<file path="src/rtl/vrf_read_sequencer.sv">
// VRF read-port sequencer: issues a burst of reads through the 2-cycle VRF pipeline and streams
// the returned words to the lane ALU through a credit-protected FWFT buffer.
module vrf_read_sequencer #(
  parameter int unsigned MEM_DEPTH  = 1024,
  parameter int unsigned MEM_WIDTH  = 32,
  parameter int unsigned VL_W       = 11,
  parameter int unsigned FIFO_DEPTH = 4,
  localparam int unsigned AW        = $clog2(MEM_DEPTH)
) (
  input  logic                 clk,
  input  logic                 rstn,
  input  logic                 start_i,
  input  logic [AW-1:0]        base_addr_i,
  input  logic [VL_W-1:0]      vl_i,
  output logic                 busy_o,
  output logic                 done_o,
  output logic [AW-1:0]        raddr_o,
  output logic                 ren_o,
  output logic                 oreg_ren_o,
  input  logic [MEM_WIDTH-1:0] rdata_i,
  output logic [MEM_WIDTH-1:0] data_o,
  output logic                 valid_o,
  input  logic                 ready_i,
  output logic                 last_o
);

  localparam int unsigned PW = $clog2(FIFO_DEPTH);
  localparam int unsigned CW = PW + 1;

  typedef enum logic [1:0] {StIdle, StIssue, StDrain} state_e;

  state_e               state_q, state_d;
  logic [AW-1:0]        addr_q, addr_d;
  logic [VL_W-1:0]      rem_issue_q, rem_issue_d;
  logic [VL_W-1:0]      rem_out_q, rem_out_d;
  logic                 done_q, done_d;
  logic                 v1_q, v2_q;
  logic [MEM_WIDTH-1:0] fifo_q [FIFO_DEPTH];
  logic [PW-1:0]        wptr_q, rptr_q;
  logic [CW-1:0]        count_q, count_d;
  logic [CW-1:0]        occupancy;
  logic                 push, pop;

  // Credits count words already buffered plus reads still travelling through the VRF pipeline.
  assign occupancy = count_q + CW'(v1_q) + CW'(v2_q);
  assign push      = v2_q;

  always_ff @(posedge clk or negedge rstn) begin
    if (!rstn) begin
      state_q <= StIdle;
    end else begin
      state_q <= state_d;
    end
  end

  always_comb begin
    state_d = state_q;
    unique case (state_q)
      StIdle:  if (start_i && (vl_i != '0)) state_d = StIssue;
      StIssue: if (ren_o && (rem_issue_q == VL_W'(1))) state_d = StDrain;
      StDrain: if (pop && last_o) state_d = StIdle;
      default: state_d = StIdle;
    endcase
  end

  always_comb begin
    busy_o  = (state_q != StIdle);
    ren_o   = (state_q == StIssue) && (occupancy < CW'(FIFO_DEPTH));
    valid_o = (count_q != '0);
    last_o  = valid_o && (rem_out_q == VL_W'(1));
    pop     = valid_o && ready_i;
  end

  always_comb begin
    addr_d      = addr_q;
    rem_issue_d = rem_issue_q;
    rem_out_d   = rem_out_q;
    done_d      = 1'b0;
    if ((state_q == StIdle) && start_i) begin
      if (vl_i != '0) begin
        addr_d      = base_addr_i;
        rem_issue_d = vl_i;
        rem_out_d   = vl_i;
      end else begin
        done_d = 1'b1;
      end
    end
    if (ren_o) begin
      addr_d      = (addr_q == AW'(MEM_DEPTH - 1)) ? '0 : addr_q + AW'(1);
      rem_issue_d = rem_issue_q - VL_W'(1);
    end
    if (pop) begin
      rem_out_d = rem_out_q - VL_W'(1);
      if (last_o) done_d = 1'b1;
    end
  end

  always_comb begin
    count_d = count_q;
    if (push && !pop) begin
      count_d = count_q + CW'(1);
    end else if (pop && !push) begin
      count_d = count_q - CW'(1);
    end
  end

  always_ff @(posedge clk or negedge rstn) begin
    if (!rstn) begin
      addr_q      <= '0;
      rem_issue_q <= '0;
      rem_out_q   <= '0;
      done_q      <= 1'b0;
      v1_q        <= 1'b0;
      v2_q        <= 1'b0;
      wptr_q      <= '0;
      rptr_q      <= '0;
      count_q     <= '0;
      for (int i = 0; i < int'(FIFO_DEPTH); i++) fifo_q[i] <= '0;
    end else begin
      addr_q      <= addr_d;
      rem_issue_q <= rem_issue_d;
      rem_out_q   <= rem_out_d;
      done_q      <= done_d;
      v1_q        <= ren_o;
      v2_q        <= v1_q;
      count_q     <= count_d;
      if (push) begin
        fifo_q[wptr_q] <= rdata_i;
        wptr_q         <= wptr_q + PW'(1);
      end
      if (pop) rptr_q <= rptr_q + PW'(1);
    end
  end

  assign done_o     = done_q;
  assign raddr_o    = addr_q;
  assign oreg_ren_o = v1_q;
  assign data_o     = fifo_q[rptr_q];

endmodule

</file>
<file path="config.mk">
export PLATFORM = sky130hd
export DESIGN_NAME = vrf_read_sequencer
export DESIGN_NICKNAME = d
export VERILOG_FILES = /design/src/rtl/vrf_read_sequencer.sv
export SDC_FILE = /design/constraint.sdc
export NUM_CORES = 1
export LEC_CHECK = 0
export BUFFER_PORTS_ARGS = -buffer_cell sky130_fd_sc_hd__clkbuf_2
export CORE_MARGIN = 10
export CORE_UTILIZATION = 60
export DETAILED_ROUTE_END_ITERATION = 8
export GPL_TIMING_DRIVEN = 0
export PLACE_DENSITY = 0.84
export SLEW_MARGIN = 20
export SYNTH_ARGS = -nofsm -noshare
export SYNTH_HDL_FRONTEND = slang
export SYNTH_SLANG_ARGS = --single-unit
</file>
<file path="constraint.sdc">
create_clock -name clk -period 6.1 [get_ports clk]
set_clock_uncertainty 0.05 [all_clocks]
set_input_delay 1.22 -clock clk [delete_from_list [all_inputs] [get_ports clk]]
set_output_delay 1.22 -clock clk [all_outputs]
set_load 0.05 [all_outputs]
</file>
# == Word level (Yosys, flattened, before mapping) ==
# Index checks and enable logic that the tools add are counted.
# classes
order_cmp,4
bitwise,2
muxes,24
n_reduce_logical,24
n_eq_ne,8
addsub,9
# op_table
cell,n
$bwmux W128,1
$mux W32,3
$bmux W32 S2,1
$demux W32 S2,1
$mux W11,4
$mux W10,4
$eq A11 B1 Y1 const B,2
$sub A11 B1 Y11 const B,2
$reduce_bool A2 Y1,6
$reduce_bool A11 Y1,1
$add A10 B1 Y10 const B,1
$eq A10 B10 Y1 const B,1
$logic_and A1 B1 Y1,10
$add A3 B1 Y3,2
$ge A3 B3 Y1 const B,2
$mux W2,3
$mux W3,2
$ne A2 B2 Y1 const B,3
$not A2 Y3,2
$pmux W2 S3,1
$add A2 B1 Y2 const B,2
$mux W1,4
$reduce_and A2 Y1,2
$add A3 B1 Y3 const B,1
9 further kinds,10
# totals
wordCells,85
register_bits,172
output_inout_bits,48
inputBits,57

# == Logic depth before layout (Yosys ltp) ==
# Gate-level depths: netlist (run 1).
# depth
ltp_word,7
depth_mapped,10
mapped_depth_nobuf,9

# == Worst setup path after synthesis (run 1) ==
# OpenSTA, ideal clock, no wires.
# synth_timing
path_type,reg2out
from,register count_q[0]
to,output ren_o
t_required_ps,4830
n_path_buf,1
path_slack_ps,2934
path_stages_with_launch,6
t_arrival_ps,1896
cell_sequence,dfrtp_1 > ha_1 > a21oi_1 > o221ai_2 > inv_1 > clkbuf_1
# synth_via
elab_chain_len,4
# synth_lines
element,line,source
start: declaration,40,"logic [CW-1:0] count_q, count_d;"
start signal: assignment,126,count_q <= count_d;
$add A3 B1 Y3 (2 in a row),45,assign occupancy = count_q + CW'(v1_q) + CW'(v2_q);
$lt A3 B3 Y1,68,ren_o = (state_q == StIssue) && (occupancy < CW'(FIFO_DEPTH));
$logic_and A1 B1 Y1,68,
end: declaration,18,"output logic ren_o,"
# Every way passes these cells.

# == Final worst setup path (run 1) ==
# Same ends and word-level chain as after synthesis.

==> results.md, run 1 <==
• finished, final reports clean — outcome
• 12800 um — sum of net half-perimeters after detailed placement
• 649 — Syn Nets
• 104 — number of port buffers
• 11 — Max Fanout on Critical Path
• 0 — Setup Viol. Count Final
• 0 — post-CTS resize count
• 0 — remaining global-route overflow
• 13.8 sq um — post-synthesis area per instance
• 4.83 ns — required time of the worst setup path
• 30100 um — global-route wire length before repair
• sky130_fd_sc_hd__dfrtp_1 — most common cell after layout, fill and taps aside
• 2.70 ns — data arrival time of the critical path
• 0 — number of synthesized flops with an enable pin
• 0.822 ns — actual slew at the worst max-slew pin
• 0 — # DRC
• 0 ns — Total Neg Setup Slack
• no — setup repair after global routing missed its margin
• 0.537 — part of the Yosys area used for sequential elements
• 918 — number of inserted filler cells in the final layout
• 0 — initial antenna violation count
• 1.00 — async set or reset register ratio after synthesis
• 330 — 1st-iter DRT viols
• 136 um — die extent in x
• 17 — CTS buffer count
• 4300 sq um — area occupied by registers
• 10 — Worst Reg-to-Reg Cells
• 98 — maximum number of pins on one net before global-route repair
• 0 — Hold Buf Count CTS
• 8020 sq um — post-synthesis cell area
• 0.206 — global-route usage over all layers
• ren_o — worst setup path endpoint
• flop — type of origin of the critical path
• 0.865 — Placer Congestion
• sky130_fd_sc_hd__dfrtp_1, sky130_fd_sc_hd__mux2_2, sky130_fd_sc_hd__clkbuf_2, sky130_fd_sc_hd__mux4_2, sky130_fd_sc_hd__nand2_1 — most frequent cells in the layout
• 56 — count of distinct cell types in the synthesized netlist
• oreg_ren_o — beginning of the worst hold path
• 0 — final hold viol count
• 0 — Inserted Diodes
• 5996 — via count of the first global-routing pass
• 252 MHz — maximum frequency from static timing analysis
• 0.06 ns — clock transition at the register clock pins on the worst setup and hold paths after CTS
• 0.49 ns — Largest stage delay, worst path
• 20.6 um — final routed wire length divided by cell count
• 3.33 ns — flop2flop setup slack
• sky130_fd_sc_hd__dfrtp_1 — leading register cell type out of synthesis
• 4 — # H-tree levels
• sky130_fd_sc_hd__o221ai_2 — Max stage delay cell, worst path
• 172 — clock tree sinks
• reg2out — worst setup path category
• 172 — count of state elements after synthesis
• 0 — number of pins exceeding their max-slew limit in the final report
• 2 — buffer depth of the longest clock path
• ha_1, and3_1, o221ai_2, inv_1, clkbuf_1, clkbuf_2 — list of cells traversed by the critical path
• 8 — total iterations of the first detailed-routing run
• 13200 sq um — area of the placeable core
• 580 — number of standard cells after synthesis
• 18400 um — final wirelength
• 3550 sq um — Multi-input gate area
• 0 — post-route antenna net violation count
• 0.608 — effective utilization at floorplan
• 773 — net count of the finished layout
• 0 — number of max-cap violations
• count_q[2] — endpoint of the most critical register-to-register path
• 6.10 — via density per instance
• sky130_fd_sc_hd__clkbuf_16 — buffer type at the clock tree root
• 0.652 — post-route fraction of the period consumed by the critical path
• count_q[0] — launching instance or port of the critical path
• 5445 — Vias
• 136 um — die extent in y
• output pin — type of destination of the critical path
• 0.447 — Max-slew headroom
• 3.97 ns — final worst path period need
• 42 — row count
• 18400 sq um — overall die area
• 0.43 ns — source-to-sink clock delay at the later pin of the worst-skew pair
• done — TritonCTS clock tree
• 0 — Yosys warnings
• reg2reg — type of the worst min-delay path
• count_q[1] — startpoint of the lowest-slack register-to-register path
• 0 — postcts setup bufs
• 0.444 — share of layout cells above drive strength 1
• 17.0% — Area growth, synth to finish
• 105 — top-level I/O count
==> layer usage <==
metal	vias up	track usage	share of wire
met5	-	0	0
met3	38	0.0560	0.063
met2	193	0.360	0.52
met4	0	0.0694	0.019
met1	2779	0.239	0.40
li1	2435	-	-
==> stage by stage <==
step | cell area, sq um | hold slack [ns] | instances | utilization | worst slack [ns]
2_1_floorplan | 8020 | 0.403 | 580 | - | 2.93
3_3_place_gp | 8760 | 0.368 | 860 | 0.664 | 0.925
6_report | 9380 | 0.378 | 893 | 0.711 | 2.13
5_1_grt | 9380 | 0.394 | 893 | 0.711 | 1.99
4_1_cts | 9380 | 0.382 | 893 | 0.711 | 2.15
3_5_place_dp | 8790 | 0.366 | 861 | 0.667 | 2.61
==> how the worst min path moves through the flow <==
stage               cells past startpoint           end  slack [ns]
floorplan                               1  rem_out_q[6]        0.40
global placement                        0          push        0.37
detailed placement                      0          push        0.37
CTS                                     0          push        0.38
global route                            0          push        0.39
finish                                  0          push        0.38
==> flip-flops by register name, summed over array words and instances, names as in the netlist <==
name	flops
fifo_q	128
rem_issue_q	11
rem_out_q	11
raddr_o	10
count_q	3
rptr_q	2
state_q	2
wptr_q	2
done_o	1
oreg_ren_o	1
push	1
==> worst max-delay path: cells and delay by family, from the launching register on <==
kind                     cells  cell delay (ns)
buffers and inverters        3             0.80
AO/OA/AOI/OAI                1             0.49
flip-flops                   1             0.44
adder cells (fa/ha/maj)      1             0.33
AND/OR/NAND/NOR              1             0.21
==> cell usage after synthesis, types with 11 or more instances <==
cell,count,share of area
sky130_fd_sc_hd__a21oi_1,12,0.0075
sky130_fd_sc_hd__nor3_1,12,0.0075
sky130_fd_sc_hd__nand3_1,13,0.0081
sky130_fd_sc_hd__buf_1,12,0.0056
sky130_fd_sc_hd__o21ai_0,15,0.0094
sky130_fd_sc_hd__nor2_1,23,0.011
sky130_fd_sc_hd__mux2_2,129,0.18
sky130_fd_sc_hd__ha_1,11,0.017
sky130_fd_sc_hd__mux4_2,32,0.090
sky130_fd_sc_hd__dfrtp_1,172,0.54
sky130_fd_sc_hd__nand2_1,28,0.013
==> cell families after synthesis <==
family	after synthesis	share of synthesized area
buffers and inverters	39	0.0206
adder cells (fa/ha/maj)	12	0.0197
AO/OA/AOI/OAI	69	0.0632
XOR/XNOR	9	0.00983
flip-flops	172	0.537
AND/OR/NAND/NOR	118	0.0785
multiplexers	161	0.271
==> area by class of cell <==
type | instances | share of cell area
timing repair buffer | 105 | 0.0594
tap | 176 | 0.0235
inverter | 10 | 0.00400
clock buffer | 22 | 0.0506
clock inverter | 10 | 0.0121
buffer | 29 | 0.0136
sequential | 172 | 0.459
multi-input combinational | 369 | 0.378
Power of run 1 is left out: the tool's default activity adds up to more than one toggle a clock period on the data nets, which glitch-free logic cannot reach.
==> run 2: changes to the inputs <==
Settings changed: ABC_AREA set to 1, CORE_UTILIZATION 60 to 58, PLACE_DENSITY 0.84 to 0.82.
Clock period 6.1 ns to 3.9 ns, I/O delays scaled along.
==> results.md, run 2 <==
• 0.42 ns — Largest stage delay, worst path, was 0.49 ns
• 0.06 ns — clock transition at the register clock pins on the worst setup and hold paths after CTS, about the same
• no — setup repair after global routing missed its margin, unchanged
• 38 — count of distinct cell types in the synthesized netlist, was 56
• fifo_q — register ranked first by flip-flop count, unchanged
• 0 — post-route antenna net violation count, unchanged
• 2.46 ns — data arrival time of the critical path, was 2.70 ns
• 4 — # H-tree levels, unchanged
• 0 — number of max-cap violations, unchanged
• in2async — type of the worst min-delay path, was reg2reg
• reg2out — worst setup path category, unchanged
• 7692 — via count of the first global-routing pass, was 5996
• simple AND/OR/NAND/NOR gates — main combinational cell family by area after synthesis, was multiplexers
• flop — type of origin of the critical path, unchanged
• 3410 sq um — Multi-input gate area, was 3550 sq um
• buffers and inverters — largest delay contributor family on the critical path, unchanged
• 5.69 — via density per instance, was 6.10
• sky130_fd_sc_hd__dfrtp_1 — cell type with the highest aggregate area in the netlist, unchanged
• sky130_fd_sc_hd__dfrtp_1, sky130_fd_sc_hd__o21ai_0, sky130_fd_sc_hd__nand2_1 — Synth area leaders, was sky130_fd_sc_hd__dfrtp_1, sky130_fd_sc_hd__mux2_2, sky130_fd_sc_hd__mux4_2
• 0 — postcts setup bufs, unchanged
• 0.594 — effective utilization at floorplan, was 0.608
• 5 — total iterations of the first detailed-routing run, was 8
• 0.843 — post-route fraction of the period consumed by the critical path
• 0.00136 — fraction of synthesized area in multiplexers, was 0.271
• 7638 — Vias, was 5445
• 1025 — number of standard cells after synthesis, was 580
• 0 — number of pins exceeding their max-slew limit in the final report, unchanged
• 79 — maximum number of pins on one net before global-route repair, was 98
• 1 — initial antenna violation count, was 0
• 0 — Yosys warnings, unchanged
• sky130_fd_sc_hd__buf_2 — cell mode on critical path
• 304 MHz — maximum frequency from static timing analysis
• sky130_fd_sc_hd__clkbuf_1 — Max stage delay cell, worst path, was sky130_fd_sc_hd__o221ai_2
• 0 — post-CTS resize count, unchanged
• 15000 um — sum of net half-perimeters after detailed placement, was 12800 um
• 0.0191 — Post-Synth Adder-Cell Area, was 0.0197
• 1311 — count of placed standard cells including taps, was 861
• 0 — number of synthesized flops with an enable pin, unchanged
• sky130_fd_sc_hd__nand2_1 — most frequently used cell type in the post-synthesis netlist, was sky130_fd_sc_hd__dfrtp_1
• 128 — Largest register FFs, unchanged
• finished, final reports clean — outcome, unchanged
• 0 — Setup Viol. Count Final, unchanged
• 104 — number of port buffers, unchanged
• 0.693 — Finished Core Util, was 0.711
• 0.0116 — Post-Synth XOR/XNOR Area, was 0.00983
• 37400 um — global-route wire length before repair, was 30100 um
• 3.07 ns — required time of the worst setup path, was 4.83 ns
• 0 — Hold Buf Count CTS, unchanged
• 1219 — net count of the finished layout, was 773
• 9080 sq um — placed inst area, was 8790 sq um
• 105 — top-level I/O count, unchanged
• 708 — 1st-iter DRT viols, was 330
• 10 — Max Fanout on Critical Path, was 11
• output pin — type of destination of the critical path, unchanged
• 4300 sq um — area occupied by registers, unchanged
• 13900 sq um — area of the placeable core, was 13200 sq um
• 17 — CTS buffer count, unchanged
• 0.520 — part of the Yosys area used for sequential elements, was 0.537
• sky130_fd_sc_hd__nand2_1 — most common cell after layout, fill and taps aside, was sky130_fd_sc_hd__dfrtp_1
• 0 — # DRC, unchanged
• done — TritonCTS clock tree, unchanged
• 8280 sq um — post-synthesis cell area, was 8020 sq um
• 16.7% — Area growth, synth to finish, was 17.0%
• 139 um — die extent in x, was 136 um
• 19400 sq um — overall die area, was 18400 sq um
• fifo_q (128), rem_issue_q (11), rem_out_q (11) — biggest registers after layout, unchanged
• 0 — final hold viol count, unchanged
• 0.230 — global-route usage over all layers, was 0.206
• 139 um — die extent in y, was 136 um
• 0 — remaining global-route overflow, unchanged
• 0.520 — area share of the largest cell type after synthesis, was 0.537
• 1.00 — async set or reset register ratio after synthesis, unchanged
• 0.647 ns — actual slew at the worst max-slew pin, was 0.822 ns
• buf_2, inv_1, buf_2, clkbuf_1, o21ai_0, o22ai_1, clkbuf_2 — list of cells traversed by the critical path, was ha_1, and3_1, o221ai_2, inv_1, clkbuf_1, clkbuf_2
• 43 — row count, was 42
• 0.139 — share of layout cells above drive strength 1, was 0.444
• sky130_fd_sc_hd__clkbuf_16 — buffer type at the clock tree root, unchanged
• 8.07 sq um — post-synthesis area per instance, was 13.8 sq um
• 0.891 — Placer Congestion, was 0.865
• 172 — count of state elements after synthesis, unchanged
• 5 — sum of buffers and inverters on the critical path, was 3
• 172 — clock tree sinks, unchanged
• sky130_fd_sc_hd__nand2_1, sky130_fd_sc_hd__o21ai_0, sky130_fd_sc_hd__dfrtp_1, sky130_fd_sc_hd__nor2_1, sky130_fd_sc_hd__inv_1 — most instantiated cells after synthesis, was sky130_fd_sc_hd__dfrtp_1, sky130_fd_sc_hd__mux2_2, sky130_fd_sc_hd__mux4_2, sky130_fd_sc_hd__nand2_1, sky130_fd_sc_hd__nor2_1
• 1140 — number of inserted filler cells in the final layout, was 918
• 1342 — filler-free cell count of the finished design, was 893
• 0.569 — Max-slew headroom, was 0.447
• sky130_fd_sc_hd__nand2_1, sky130_fd_sc_hd__o21ai_0, sky130_fd_sc_hd__dfrtp_1, sky130_fd_sc_hd__nor2_1, sky130_fd_sc_hd__clkbuf_2 — most frequent cells in the layout, was sky130_fd_sc_hd__dfrtp_1, sky130_fd_sc_hd__mux2_2, sky130_fd_sc_hd__clkbuf_2, sky130_fd_sc_hd__mux4_2, sky130_fd_sc_hd__nand2_1
• 22400 um — final wirelength, was 18400 um
• 2 — buffer depth of the longest clock path, unchanged
• 0 — Inserted Diodes, unchanged
• sky130_fd_sc_hd__dfrtp_1 — leading register cell type out of synthesis, unchanged
• 16.7 um — final routed wire length divided by cell count, was 20.6 um
• 0.171 — share of the synthesized area in compound gates (AO/OA/AOI/OAI), was 0.0632
• 0.43 ns — source-to-sink clock delay at the later pin of the worst-skew pair, about the same
• 0.210 — post-synthesis simple-gate area fraction, was 0.0785
• 1094 — Syn Nets, was 649
• 3.29 ns — final worst path period need
• 9660 sq um — post-route cell area, was 9380 sq um
run 2: cells by family after synthesis:
logic type | after synthesis
compound gates | 272
simple gates | 418
xor+xnor | 11
buf+inv | 139
flops | 172
mux | 1
fa+ha+maj | 12
run 2: path summary, 6_finish.rpt:
check / from / to / slack, ns / cells past startpoint
min in group clk: oreg_ren_o / push / 0.37 / 0
setup / recovery: rptr_q[0] / data_o[12] / 0.61 / 7
hold reg to reg: oreg_ren_o / push / 0.37 / 0
setup reg to reg: count_q[1] / count_q[2] / 1.60 / 10
max in group asynchronous: rstn / fifo_q[60] / 2.88 / 2
hold / removal: rstn / fifo_q[8] / 0.23 / 1
run 2: through the flow:
stage / hold slack (ns) / worst slack, ns / TNS, ns
after floorplan: 0.398 / 1.24 / 0
after global placement: 0.342 / -1.15 / -195.80
after detailed placement: 0.364 / 1.12 / 0
after CTS: 0.240 / 0.674 / 0
after global routing: 0.248 / 0.512 / 0
final: 0.230 / 0.613 / 0
run 2: worst register-to-register path, cell delays in order (launching register included):
cell and delay [ns]:
sky130_fd_sc_hd__dfrtp_1 0.43, sky130_fd_sc_hd__nor2_1 0.12, sky130_fd_sc_hd__nand2_1 0.11, sky130_fd_sc_hd__nand2_2 0.19
sky130_fd_sc_hd__buf_2 0.25, sky130_fd_sc_hd__ha_1 0.18, sky130_fd_sc_hd__inv_1 0.06, sky130_fd_sc_hd__fa_1 0.37
sky130_fd_sc_hd__a21oi_1 0.14, sky130_fd_sc_hd__o21ai_0 0.11, sky130_fd_sc_hd__xor2_1 0.16
run 2: layer usage:
layer	vias up	GRT usage	wire, um
met5	-	0	13
met4	2	0.0752	475
met3	53	0.0663	1950
met2	363	0.375	10700
met1	3627	0.287	9250
li1	3593	-	-
run 2: cell type report:
cell class | instances | share of cell area
multi-input cells | 714 | 0.354
plain buffers | 52 | 0.0237
clock buffers | 24 | 0.0499
flip-flops and latches | 172 | 0.446
clock inverters | 7 | 0.00920
inverters | 87 | 0.0340
well taps | 180 | 0.0233
repair buffers | 106 | 0.0605
Power of run 2 is left out for the same reason.
